==> config.mk <==
export PLATFORM = sky130hd
export DESIGN_NAME = uart_rx_deframer
export DESIGN_NICKNAME = d
export VERILOG_FILES = /design/src/rtl/uart_pkg.sv /design/src/rtl/uart_idle_timer.sv /design/src/rtl/uart_rx_deframer.sv
export SDC_FILE = /design/constraint.sdc
export NUM_CORES = 1
export LEC_CHECK = 0
export BUFFER_PORTS_ARGS = -buffer_cell sky130_fd_sc_hd__buf_2
export CAP_MARGIN = 0
export CORE_ASPECT_RATIO = 1.5
export CORE_UTILIZATION = 40
export CTS_BUF_LIST = sky130_fd_sc_hd__clkbuf_8
export DETAILED_ROUTE_END_ITERATION = 12
export HOLD_SLACK_MARGIN = 0.1
export PLACE_DENSITY = 0.63
export SYNTH_ARGS = -nofsm -noshare
export SYNTH_HDL_FRONTEND = slang
export SYNTH_HIERARCHICAL = 1
export SYNTH_SLANG_ARGS = --single-unit
==> constraint.sdc <==
create_clock -name clk -period 6.02 [get_ports clk]
set_input_delay 1.204 -clock clk [delete_from_list [all_inputs] [get_ports clk]]
set_output_delay 1.204 -clock clk [all_outputs]
set_load 0.01 [all_outputs]
==> src/rtl/uart_pkg.sv <==
// uart_pkg: shared deframer state encoding, error cause codes and default start-of-frame marker.
package uart_pkg;

    typedef enum logic [1:0] {
        ST_HUNT    = 2'd0,
        ST_LEN     = 2'd1,
        ST_PAYLOAD = 2'd2,
        ST_CHK     = 2'd3
    } deframer_state_t;

    localparam logic [1:0] ERR_LEN = 2'b01;
    localparam logic [1:0] ERR_CHK = 2'b10;
    localparam logic [1:0] ERR_TMO = 2'b11;

    localparam logic [7:0] SOF_DEFAULT = 8'hA5;

endpackage

==> src/rtl/uart_idle_timer.sv <==
// uart_idle_timer: idle-cycle counter with synchronous clear and a compare against a programmable limit.
//   clk, rst_n : clock, asynchronous active-low reset
//   clr        : clear the count (takes priority over en)
//   en         : count this cycle
//   limit      : idle-cycle limit; 0 disables hit
//   hit        : this counting cycle is the limit-th consecutive idle cycle
module uart_idle_timer #(
    parameter int WIDTH = 16
) (
    input  logic             clk,
    input  logic             rst_n,
    input  logic             clr,
    input  logic             en,
    input  logic [WIDTH-1:0] limit,
    output logic             hit
);

    logic [WIDTH-1:0] count;

    always_ff @(posedge clk or negedge rst_n) begin
        if (!rst_n)
            count <= '0;
        else if (clr)
            count <= '0;
        else if (en)
            count <= count + 1'b1;
    end

    // Fires on the edge where the count would reach limit, so the abort lands exactly limit idle cycles after the last pop.
    assign hit = en && !clr && (limit != '0) && (count == limit - 1'b1);

endmodule

==> src/rtl/uart_rx_deframer.sv <==
// uart_rx_deframer: pops the UART RX FIFO, parses SOF/LEN/payload/CHK frames and streams the payload.
//   clk, rst_n               : clock, asynchronous active-low reset
//   rx_empty, r_data, rd_uart: first-word-fall-through RX FIFO interface
//   timeout_limit            : in-frame idle-cycle limit, 0 disables
//   m_data, m_valid, m_ready, m_last : payload valid/ready stream
//   frame_ok, frame_err, err_code, frame_len : per-frame report pulse, cause and length
module uart_rx_deframer
    import uart_pkg::*;
#(
    parameter int                   DATA_BITS     = 8,
    parameter logic [DATA_BITS-1:0] SOF           = SOF_DEFAULT,
    parameter int                   MAX_LEN       = 16,
    parameter int                   TIMEOUT_WIDTH = 16
) (
    input  logic                     clk,
    input  logic                     rst_n,
    input  logic                     rx_empty,
    input  logic [DATA_BITS-1:0]     r_data,
    output logic                     rd_uart,
    input  logic [TIMEOUT_WIDTH-1:0] timeout_limit,
    output logic [DATA_BITS-1:0]     m_data,
    output logic                     m_valid,
    input  logic                     m_ready,
    output logic                     m_last,
    output logic                     frame_ok,
    output logic                     frame_err,
    output logic [1:0]               err_code,
    output logic [DATA_BITS-1:0]     frame_len
);

    deframer_state_t      state;
    logic [DATA_BITS-1:0] len_q;
    logic [DATA_BITS-1:0] cnt;
    logic [DATA_BITS-1:0] chk_acc;
    logic [DATA_BITS-1:0] cnt_nxt;
    logic                 out_free;
    logic                 in_frame;
    logic                 len_bad;
    logic                 hit;

    assign out_free = !m_valid || m_ready;
    assign in_frame = state != ST_HUNT;
    assign cnt_nxt  = cnt + 1'b1;
    assign len_bad  = (r_data == '0) || (r_data > MAX_LEN[DATA_BITS-1:0]);
    // Only payload pops wait for the output register; rst_n gates the pop so it reads 0 while reset is held.
    assign rd_uart  = rst_n && !rx_empty && (state != ST_PAYLOAD || out_free);

    // Counts only empty-FIFO cycles, so backpressure stalls never time out.
    uart_idle_timer #(.WIDTH(TIMEOUT_WIDTH)) u_idle_timer (
        .clk   (clk),
        .rst_n (rst_n),
        .clr   (rd_uart || !in_frame),
        .en    (rx_empty && in_frame),
        .limit (timeout_limit),
        .hit   (hit)
    );

    always_ff @(posedge clk or negedge rst_n) begin
        if (!rst_n) begin
            state     <= ST_HUNT;
            len_q     <= '0;
            cnt       <= '0;
            chk_acc   <= '0;
            m_data    <= '0;
            m_valid   <= 1'b0;
            m_last    <= 1'b0;
            frame_ok  <= 1'b0;
            frame_err <= 1'b0;
            err_code  <= '0;
            frame_len <= '0;
        end else begin
            frame_ok  <= 1'b0;
            frame_err <= 1'b0;
            if (m_valid && m_ready) begin
                m_valid <= 1'b0;
                m_last  <= 1'b0;
            end
            // hit needs rx_empty and a pop needs !rx_empty, so the two never coincide.
            if (hit) begin
                frame_err <= 1'b1;
                err_code  <= ERR_TMO;
                frame_len <= (state == ST_LEN) ? '0 : len_q;
                state     <= ST_HUNT;
            end else if (rd_uart) begin
                case (state)
                    ST_HUNT: if (r_data == SOF) state <= ST_LEN;
                    ST_LEN: begin
                        if (len_bad) begin
                            frame_err <= 1'b1;
                            err_code  <= ERR_LEN;
                            frame_len <= r_data;
                            state     <= ST_HUNT;
                        end else begin
                            len_q   <= r_data;
                            chk_acc <= r_data;
                            cnt     <= '0;
                            state   <= ST_PAYLOAD;
                        end
                    end
                    ST_PAYLOAD: begin
                        m_data  <= r_data;
                        m_valid <= 1'b1;
                        m_last  <= cnt_nxt == len_q;
                        chk_acc <= chk_acc ^ r_data;
                        cnt     <= cnt_nxt;
                        if (cnt_nxt == len_q) state <= ST_CHK;
                    end
                    default: begin
                        frame_ok  <= r_data == chk_acc;
                        frame_err <= r_data != chk_acc;
                        if (r_data != chk_acc) err_code <= ERR_CHK;
                        frame_len <= len_q;
                        state     <= ST_HUNT;
                    end
                endcase
            end
        end
    end

endmodule

# ---- Yosys cells after proc, flatten, opt, wreduce, memory -nomap -nowiden
# Index checks and enable logic that the tools add are counted.
dict set report classes {
  add_sub_neg 3
  multipliers 0
  n_div 0
  magnitude_cmp 1
  n_eq_ne 13
  n_shift 0
  muxes 37
  bitwise_logic 3
  n_reduce_logical 31
}
# cell count
set op_table {}
lappend op_table {{2-to-1 mux 8 bit} 6}
lappend op_table {{case mux 8 bit (2 select lines)} 3}
lappend op_table {{2-to-1 mux 16 bit} 2}
lappend op_table {{2-to-1 mux 2 bit} 9}
lappend op_table {{adder 16 x 1 -> 16 bit, second input constant} 1}
lappend op_table {{equality test 16 bit} 1}
lappend op_table {{equality test 8 bit} 2}
lappend op_table {{nonzero test 16 bit} 1}
lappend op_table {{subtractor 16 x 1 -> 16 bit, second input constant} 1}
lappend op_table {{2-to-1 mux 1 bit} 14}
lappend op_table {{AND reduction 4 bit} 3}
lappend op_table {{inequality test 3 bit, second input constant} 3}
lappend op_table {{AND reduction 3 bit} 3}
lappend op_table {{adder 8 x 1 -> 8 bit, second input constant} 1}
lappend op_table {{equality test 8 bit, second input constant} 1}
lappend op_table {{> comparator 8 x 5 -> 1 bit, second input constant} 1}
lappend op_table {{logical NOT 8 bit} 1}
lappend op_table {{inequality test 8 bit} 1}
lappend op_table {{nonzero test 2 bit} 4}
lappend op_table {{bitwise XOR 8 bit} 1}
lappend op_table {{logical AND 1 bit} 7}
lappend op_table {{case mux 2 bit (3 select lines)} 1}
lappend op_table {{logical NOT 1 bit} 4}
lappend op_table {{logical OR 1 bit} 4}
lappend op_table {{other kinds (11)} 13}
dict set report totals {
  regBits 64
  latch_bits 0
  ram_bits 0
  rom_bits 0
  in_bits 28
  output_inout_bits 23
  word_cells 100
  mem_count 0
}

# ---- Longest topological paths before layout
# Gate-level depths: netlist of the first run.
dict set report logic_depth {
  ltp_word 11
  mapped_depth 16
  mapped_depth_nobuf 13
}

# ---- Cells and area by module
# Netlist of the first run, hierarchy kept.
# mod n_inst cells_each area_per_inst_um2
set by_module_without_submodules {}
lappend by_module_without_submodules {uart_rx_deframer 1 280 2658.8}
lappend by_module_without_submodules {uart_idle_timer 1 159 1375.1}

# ---- Worst setup path after synthesis of the first run
# Ideal clock, no wire load.
dict set report synth_timing {
  path_kind {input -> register}
  startpoint {in m_ready}
  endpoint {reg m_data[5]}
  setup_time_ps 121
  arrival_time_ps 4265
  setup_slack_ps 1634
  stages 15
  path_buffers 2
  path_cell_list {nand2b_1 o21ai_0 o21ai_0 clkbuf_1 nor4b_1 o211a_1 o2111ai_1 a2111o_1 a211oi_2 inv_1 o211a_1 nand2_1 buf_2 nand2_1 a22o_1}
}
dict set report synth_via {
  elab_chain_cells 10
}
# item line_no
set synth_lines {}
lappend synth_lines {{from (decl)} uart_rx_deframer.sv:23} ;# input logic m_ready,
lappend synth_lines {{logical OR 1 bit} uart_rx_deframer.sv:41} ;# assign out_free = !m_valid || m_ready;
lappend synth_lines {{logical OR 1 bit} uart_rx_deframer.sv:46} ;# assign rd_uart = rst_n && !rx_empty && (state != ST_PAYLOAD || out_free);
lappend synth_lines {{logical AND 1 bit} uart_rx_deframer.sv:46}
lappend synth_lines {{logical OR 1 bit} uart_rx_deframer.sv:52} ;# .clr (rd_uart || !in_frame),
lappend synth_lines {{logical NOT 1 bit} uart_idle_timer.sv:30} ;# assign hit = en && !clr && (limit != '0) && (count == limit - 1'b1);
lappend synth_lines {{logical AND 1 bit (3 in series)} uart_idle_timer.sv:30}
lappend synth_lines {{via hit} uart_rx_deframer.sv:39} ;# logic hit;
lappend synth_lines {{inverter 1 bit (no line)} n/a}
lappend synth_lines {{AND reduction 3 bit (no line)} n/a}
lappend synth_lines {{to (signal assigned)} uart_rx_deframer.sv:101} ;# m_data <= r_data;
lappend synth_lines {{to (decl)} uart_rx_deframer.sv:21} ;# output logic [DATA_BITS-1:0] m_data,
# The timed path passes the listed nets, and every way through them passes these cells.
# A chain may end at the register's enable or synchronous reset.

# ---- Worst setup path in the final report of the first run
# Same ends and word-level chain as after synthesis.

==> results.ini, run 1 <==
[synth]
synthesis.nets = 471
yosys.area.top_type = dfrtp_1
post_synth.cell_area_avg_um2 = 9.189
yosysWarnings = 6
synth-edff-count = 0
synth-main-ff-cell = dfrtp_1
synth.cell_area_um2 = 4034
async_flop_share = 1.000
ys_seq_elements = 64
ys_top_cells_by_area = dfrtp_1, xor2_1, xnor2_1
synth_top_area_frac = 0.3970
post_synth_num_cell_types = 63
syn_inst = 439
ys_seq_area_frac = 0.3970

[global_routing]
gr-total-overflow = 0
grt_pass1_vias = 3496
grt_use_total = 0.2104
grt_pass1_wl_mm = 17.26
grt_max_degree = 65
antenna_found_initial = 0

[place]
globalplace.congestion = 0.8612
place.detailed.hpwl_mm = 7.654
io_buffers = 50
place_ws_ns = 0.6890
placed_cells = 580

[timing]
setup_tns_ns = 0
post-route-period-util = 0.8280
hold-worst-slack_ns = 0.4786
rsz0062_at_grt = false
maxSlewViolCount = 0
worstMarginPinSlew_ns = 0.8143
relSlewSlack = 0.4558
finalSetupViolCount = 0
hold_viol = 0
max_freq_mhz = 200.6
fin_crit_ns = 4.985
clock_skew_ns = 0.007659
setup_slack_ns = 1.035

[die]
io_pins = 51
core_um2 = 9744
fp-row-count = 44
fp.dieW_um = 84.00
die_h_um = 125.0
start_util = 0.4140
dieArea_um2 = 10500

[worst_setup_path]
crit_buf_inv = 4
endpoint_kind = flop
cp_top_family = compound AO/OA/AOI/OAI gates
max_stage_delay_ns = 0.64
cp_data_required_time_ns = 6.26
critPathKind = input port to flop
critPathMaxFanout = 25
path_cells = buf_2, nand2b_1, o21ai_0, o21ai_0, buf_4, nor4b_1, o211a_1, o2111ai_1, a2111o_1, a211oi_2, buf_4, inv_1, o211a_1, nand2_1, nand2_1, a22o_1
arrival_ns = 5.22
startpoint_type = input port
critPathSlowestCell = nand2_1

[routing]
final_antenna_net_count = 0
num_vias = 3467
vias_per_cell = 5.827
dr.first_iter.drc_count = 208
wirelength_mm = 10.39
drt_pass1_iterations = 9
wl_per_cell_um = 17.47
drc = 12

[final_layout]
n_fill_cell = 976
stdcell_count = 595
synthToLayoutAreaGrowth_pct = 10.92
regArea_um2 = 1602
multiInputGateArea_um2 = 2238
fin_nets = 508
drive_above_1_share = 0.1875
diodes = 0

[clock_tree]
cts_hold_buf = 0
cts_buffer_depth = 2
clock-sinks = 64
htreeDepth = 3
cts.clk_slew.worst_paths_ns = 0.07
insertion_delay_ns = 0.35
post-cts-setup-buffer-count = 0
ctsResizeCount = 0
cts_tree = done
cts_made_buffers = 9
clockRootBuffer = clkbuf_8

[pwr]
ir_worst_vdd_v = 0.0001067
power_mw = 0.8238
p_leak_nw = 2.035
power.density_nw_per_um2 = 184.1

[outcome]
outcome = complete, but fails checks
violations = DRC

[flow_run]
maxCapViolCount = 0

[min_path]
worstHoldPathType = flop to flop

-- layout by cell type (no fill, tap or decap), types with 3 or more instances in the layout --
cell type,instances
nand4_1,9
o211ai_1,3
xor2_1,29
o211a_1,3
and3_1,8
buf_2,50
or2_2,5
mux2_2,6
nor2b_1,4
buf_4,4
or4_1,4
nand2_1,47
a211oi_1,5
ha_1,4
or3_1,4
a22oi_1,9
clkinv_2,3
a21o_1,3
a22o_1,3
nor2_1,22
dfrtp_1,64
clkbuf_8,9
a211o_1,4
xnor2_1,22
mux2i_1,4
nor3b_1,3
o2bb2ai_1,11
inv_1,17
o31ai_1,3
nor4_1,7
o21ai_0,14
a21oi_1,19
nor4b_1,4
nand2b_1,3
nand3_1,25
nor3_1,12
-- synth_stat cells, types with 5 or more instances --
| cell | instances |
|---|---|
| mux2_2 | 6 |
| nand2_1 | 47 |
| xnor2_1 | 22 |
| nor2_1 | 22 |
| a211oi_1 | 5 |
| o2bb2ai_1 | 11 |
| nor4_1 | 7 |
| clkbuf_1 | 22 |
| and3_1 | 8 |
| xor2_1 | 29 |
| a21oi_1 | 19 |
| or2_2 | 5 |
| nor3_1 | 12 |
| nand4_1 | 9 |
| o21ai_0 | 14 |
| inv_1 | 15 |
| dfrtp_1 | 64 |
| a22oi_1 | 9 |
| nand3_1 | 25 |
-- power breakdown --
part | internal, mW | leakage (nW) | switching [mW]
registers | 0.436 | 0.864 | 0.00511
clock network | 0.141 | 0.0872 | 0.159
logic | 0.0300 | 1.08 | 0.0525
-- area by class of cell --
cell class | count | share of cell area
inverter | 15 | 0.01258
timing repair buffer | 54 | 0.06264
multi-input combinational | 332 | 0.5003
clock inverter | 6 | 0.006711
tap | 115 | 0.03216
sequential | 64 | 0.3579
clock buffer | 9 | 0.02768
-- metal layers --
| layer | global-route usage | part of all wire | vias to the layer above |
|---|---|---|---|
| li1 | - | - | 1654 |
| met1 | 0.2231 | 0.38 | 1677 |
| met2 | 0.3934 | 0.54 | 100 |
| met3 | 0.03168 | 0.041 | 36 |
| met4 | 0.1146 | 0.042 | 0 |
| met5 | 0 | 0 | - |
-- logic make-up after synthesis --
family,after synthesis,synth area share
simple gates,171,0.2286
xor+xnor,52,0.1163
buf+inv,43,0.04808
mux,10,0.02667
fa+ha+maj,5,0.01489
compound gates,94,0.1684
flops,64,0.3970
-- worst reg2reg max path, stage by stage (launching register included) --
cell and delay (ns):
dfrtp_1 0.55, nand2b_2 0.34, o21ai_0 0.49, o21ai_0 0.17, buf_4 0.23, nor4b_1 0.32, o211a_1 0.20, o2111ai_1 0.11
a2111o_1 0.32, a211oi_2 0.21, buf_4 0.24, inv_1 0.14, o211a_1 0.24, nand2_1 0.64, nand2_1 0.24, a22o_1 0.24
-- worst paths after layout --
kind                                 from    endpoint  slack (ns)  cells past startpoint
min in group asynchronous           rst_n    len_q[5]        1.06                      2
max in group asynchronous           rst_n  chk_acc[6]        4.44                      2
worst min register to register  m_data[3]   m_data[3]        0.48                      2
worst min-delay path            m_data[3]   m_data[3]        0.48                      2
worst max register to register   state[0]   m_data[5]        1.25                     15
worst max-delay path              m_ready   m_data[5]        1.04                     16
-- registers in the layout (all words and copies together) (netlist names) --
register            count
frame_err               1
cnt                     8
u_idle_timer/count     16
m_data                  8
frame_ok                1
err_code                2
m_valid                 1
m_last                  1
chk_acc                 8
frame_len               8
state                   2
len_q                   8
-- per-stage QoR --
stage,util,instance area [um2]
2_1_floorplan,-,4034
3_3_place_gp,0.4434,4320
3_5_place_dp,0.4434,4320
4_1_cts,0.4592,4474
5_1_grt,0.4592,4474
6_report,0.4592,4474
Power figures use the tool's default switching activity.
==> inputs of run 2 (changes only) <==
--- a/config.mk
+++ b/config.mk
@@ -12,7 +12,7 @@
 export CTS_BUF_LIST = sky130_fd_sc_hd__clkbuf_8
 export DETAILED_ROUTE_END_ITERATION = 12
 export HOLD_SLACK_MARGIN = 0.1
-export PLACE_DENSITY = 0.63
+export PLACE_DENSITY = 0.65
 export SYNTH_ARGS = -nofsm -noshare
 export SYNTH_HDL_FRONTEND = slang
 export SYNTH_HIERARCHICAL = 1
==> constraint.sdc (replaced) <==
create_clock -name clk -period 4.5 [get_ports clk]
set_input_delay 0.9 -clock clk [delete_from_list [all_inputs] [get_ports clk]]
set_output_delay 0.9 -clock clk [all_outputs]
set_load 0.01 [all_outputs]
==> results.ini, run 2 (same netlist as run 1, synthesis figures left out) <==
[outcome]
outcome = complete, but fails checks
violations = DRC

[routing]
wirelength_mm = 10.46
wl_per_cell_um = 17.32
vias_per_cell = 5.841
dr.first_iter.drc_count = 141
drt_pass1_iterations = 8
final_antenna_net_count = 0
num_vias = 3528
drc = 10

[final_layout]
final_common_cell = dfrtp_1
fin_nets = 516
fin_util = 0.4723
drive_above_1_share = 0.2045
largest-register = u_idle_timer/count
n_fill_cell = 947
synthToLayoutAreaGrowth_pct = 14.08
largest_reg_flops = 16
layout_common_cells = dfrtp_1, buf_2, nand2_1, xor2_1, nand3_1
diodes = 0

[timing]
rsz0062_at_grt = false
relSlewSlack = 0.4173
hold_viol = 0
worstMarginPinSlew_ns = 0.8741
clock_skew_ns = 0.01054
post-route-period-util = 0.9100
max_freq_mhz = 244.2
setup_tns_ns = 0
finalSetupViolCount = 0
fin_crit_ns = 4.095
maxSlewViolCount = 0

[worst_setup_path]
arrival_ns = 4.33
endpoint_kind = flop
critPathKind = input port to flop
critPathMaxFanout = 15
startpoint_type = input port
cp_data_required_time_ns = 4.74

[die]
core_um2 = 9744
io_pins = 51
dieArea_um2 = 10500
die_h_um = 125.0
fp.dieW_um = 84.00
start_util = 0.4140
fp-row-count = 44

[global_routing]
grt_pass1_wl_mm = 16.93
grt_pass1_vias = 3511
grt_max_degree = 65
gr-total-overflow = 0
grt_use_total = 0.2056
antenna_found_initial = 0

[place]
io_buffers = 50
place.detailed.hpwl_mm = 7.629
globalplace.congestion = 0.8949

[clock_tree]
htreeDepth = 3
ctsResizeCount = 0
clock-sinks = 64
cts_hold_buf = 0
clockRootBuffer = clkbuf_8
insertion_delay_ns = 0.35
post-cts-setup-buffer-count = 0
cts_buffer_depth = 2
cts_made_buffers = 9
cts.clk_slew.worst_paths_ns = 0.07
cts_tree = done

[flow_run]
maxCapViolCount = 0

[pwr]
ir_worst_vdd_v = 0.0001678
power.density_nw_per_um2 = 272.8
p_leak_nw = 2.094

[min_path]
worstHoldPathType = flop to flop

-- run 2: cell types whose count changed in the layout (fill, tap and decap cells not counted) --
cell        previous run  this run
clkbuf_8               9        10
bufinv_16              0         2
buf_4                  4        12
inv_1                 17        16
clkinvlp_4             1         2
clkinv_2               3         1
-- run 2: per-stage QoR --
stage | instances | setup WS [ns] | total power, mW | hold WS, ns | cell area (um2)
after floorplan | 439 | 0.4183 | 0.6577 | 0.4828 | 4034
after global placement | 588 | 0.2381 | 0.7107 | 0.4541 | 4380
after detailed placement | 588 | 0.06294 | 0.7132 | 0.4577 | 4380
after CTS | 604 | 0.4444 | 1.271 | 0.4761 | 4602
after global routing | 604 | 0.2381 | 1.304 | 0.4987 | 4602
final | 604 | 0.4050 | 1.255 | 0.4713 | 4602
-- run 2: critical path: stages --
cell	delay, ns
buf_2	0.13
inv_1	0.09
ha_1	0.29
or4b_4	0.51
nor4_1	0.42
xor2_1	0.22
o221ai_1	0.16
a22oi_1	0.25
a211oi_2	0.09
or4_1	0.87
o2bb2ai_1	0.24
a22o_1	0.17
-- run 2: layer usage --
metal	part of all wire	wire length, um	track usage
met1	0.39	4131	0.2258
met2	0.52	5437	0.3592
met3	0.044	464	0.04818
met4	0.041	430	0.1197
met5	0	0	0
-- run 2: cell type report --
class / count / area, um2 / area share
Clock buffer: 10 / 137.6 / 0.02991
Clock inverter: 6 / 83.83 / 0.01822
Inverter: 15 / 56.30 / 0.01223
Multi-Input combinational cell: 332 / 2238 / 0.4864
Sequential cell: 64 / 1602 / 0.3480
Tap cell: 115 / 143.9 / 0.03127
Timing Repair Buffer: 62 / 340.3 / 0.07395
-- run 2: final timing paths --
check | slack, ns | endpoint | from | cells after the start
max in group asynchronous | 3.15 | frame_len[5] | rst_n | 2
hold reg to reg | 0.47 | m_data[2] | m_data[2] | 2
setup reg to reg | 0.88 | m_data[5] | state[1] | 14
setup / recovery | 0.41 | chk_acc[6] | timeout_limit[0] | 12
hold / removal | 0.47 | m_data[2] | m_data[2] | 2
min in group asynchronous | 0.77 | len_q[7] | rst_n | 2
-- run 2: where the power goes --
group | internal, mW | leakage, nW | total (mW) | switching (mW)
registers | 0.583 | 0.864 | 0.589 | 0.00601
clock network | 0.324 | 0.110 | 0.553 | 0.229
logic | 0.0415 | 1.12 | 0.114 | 0.0721
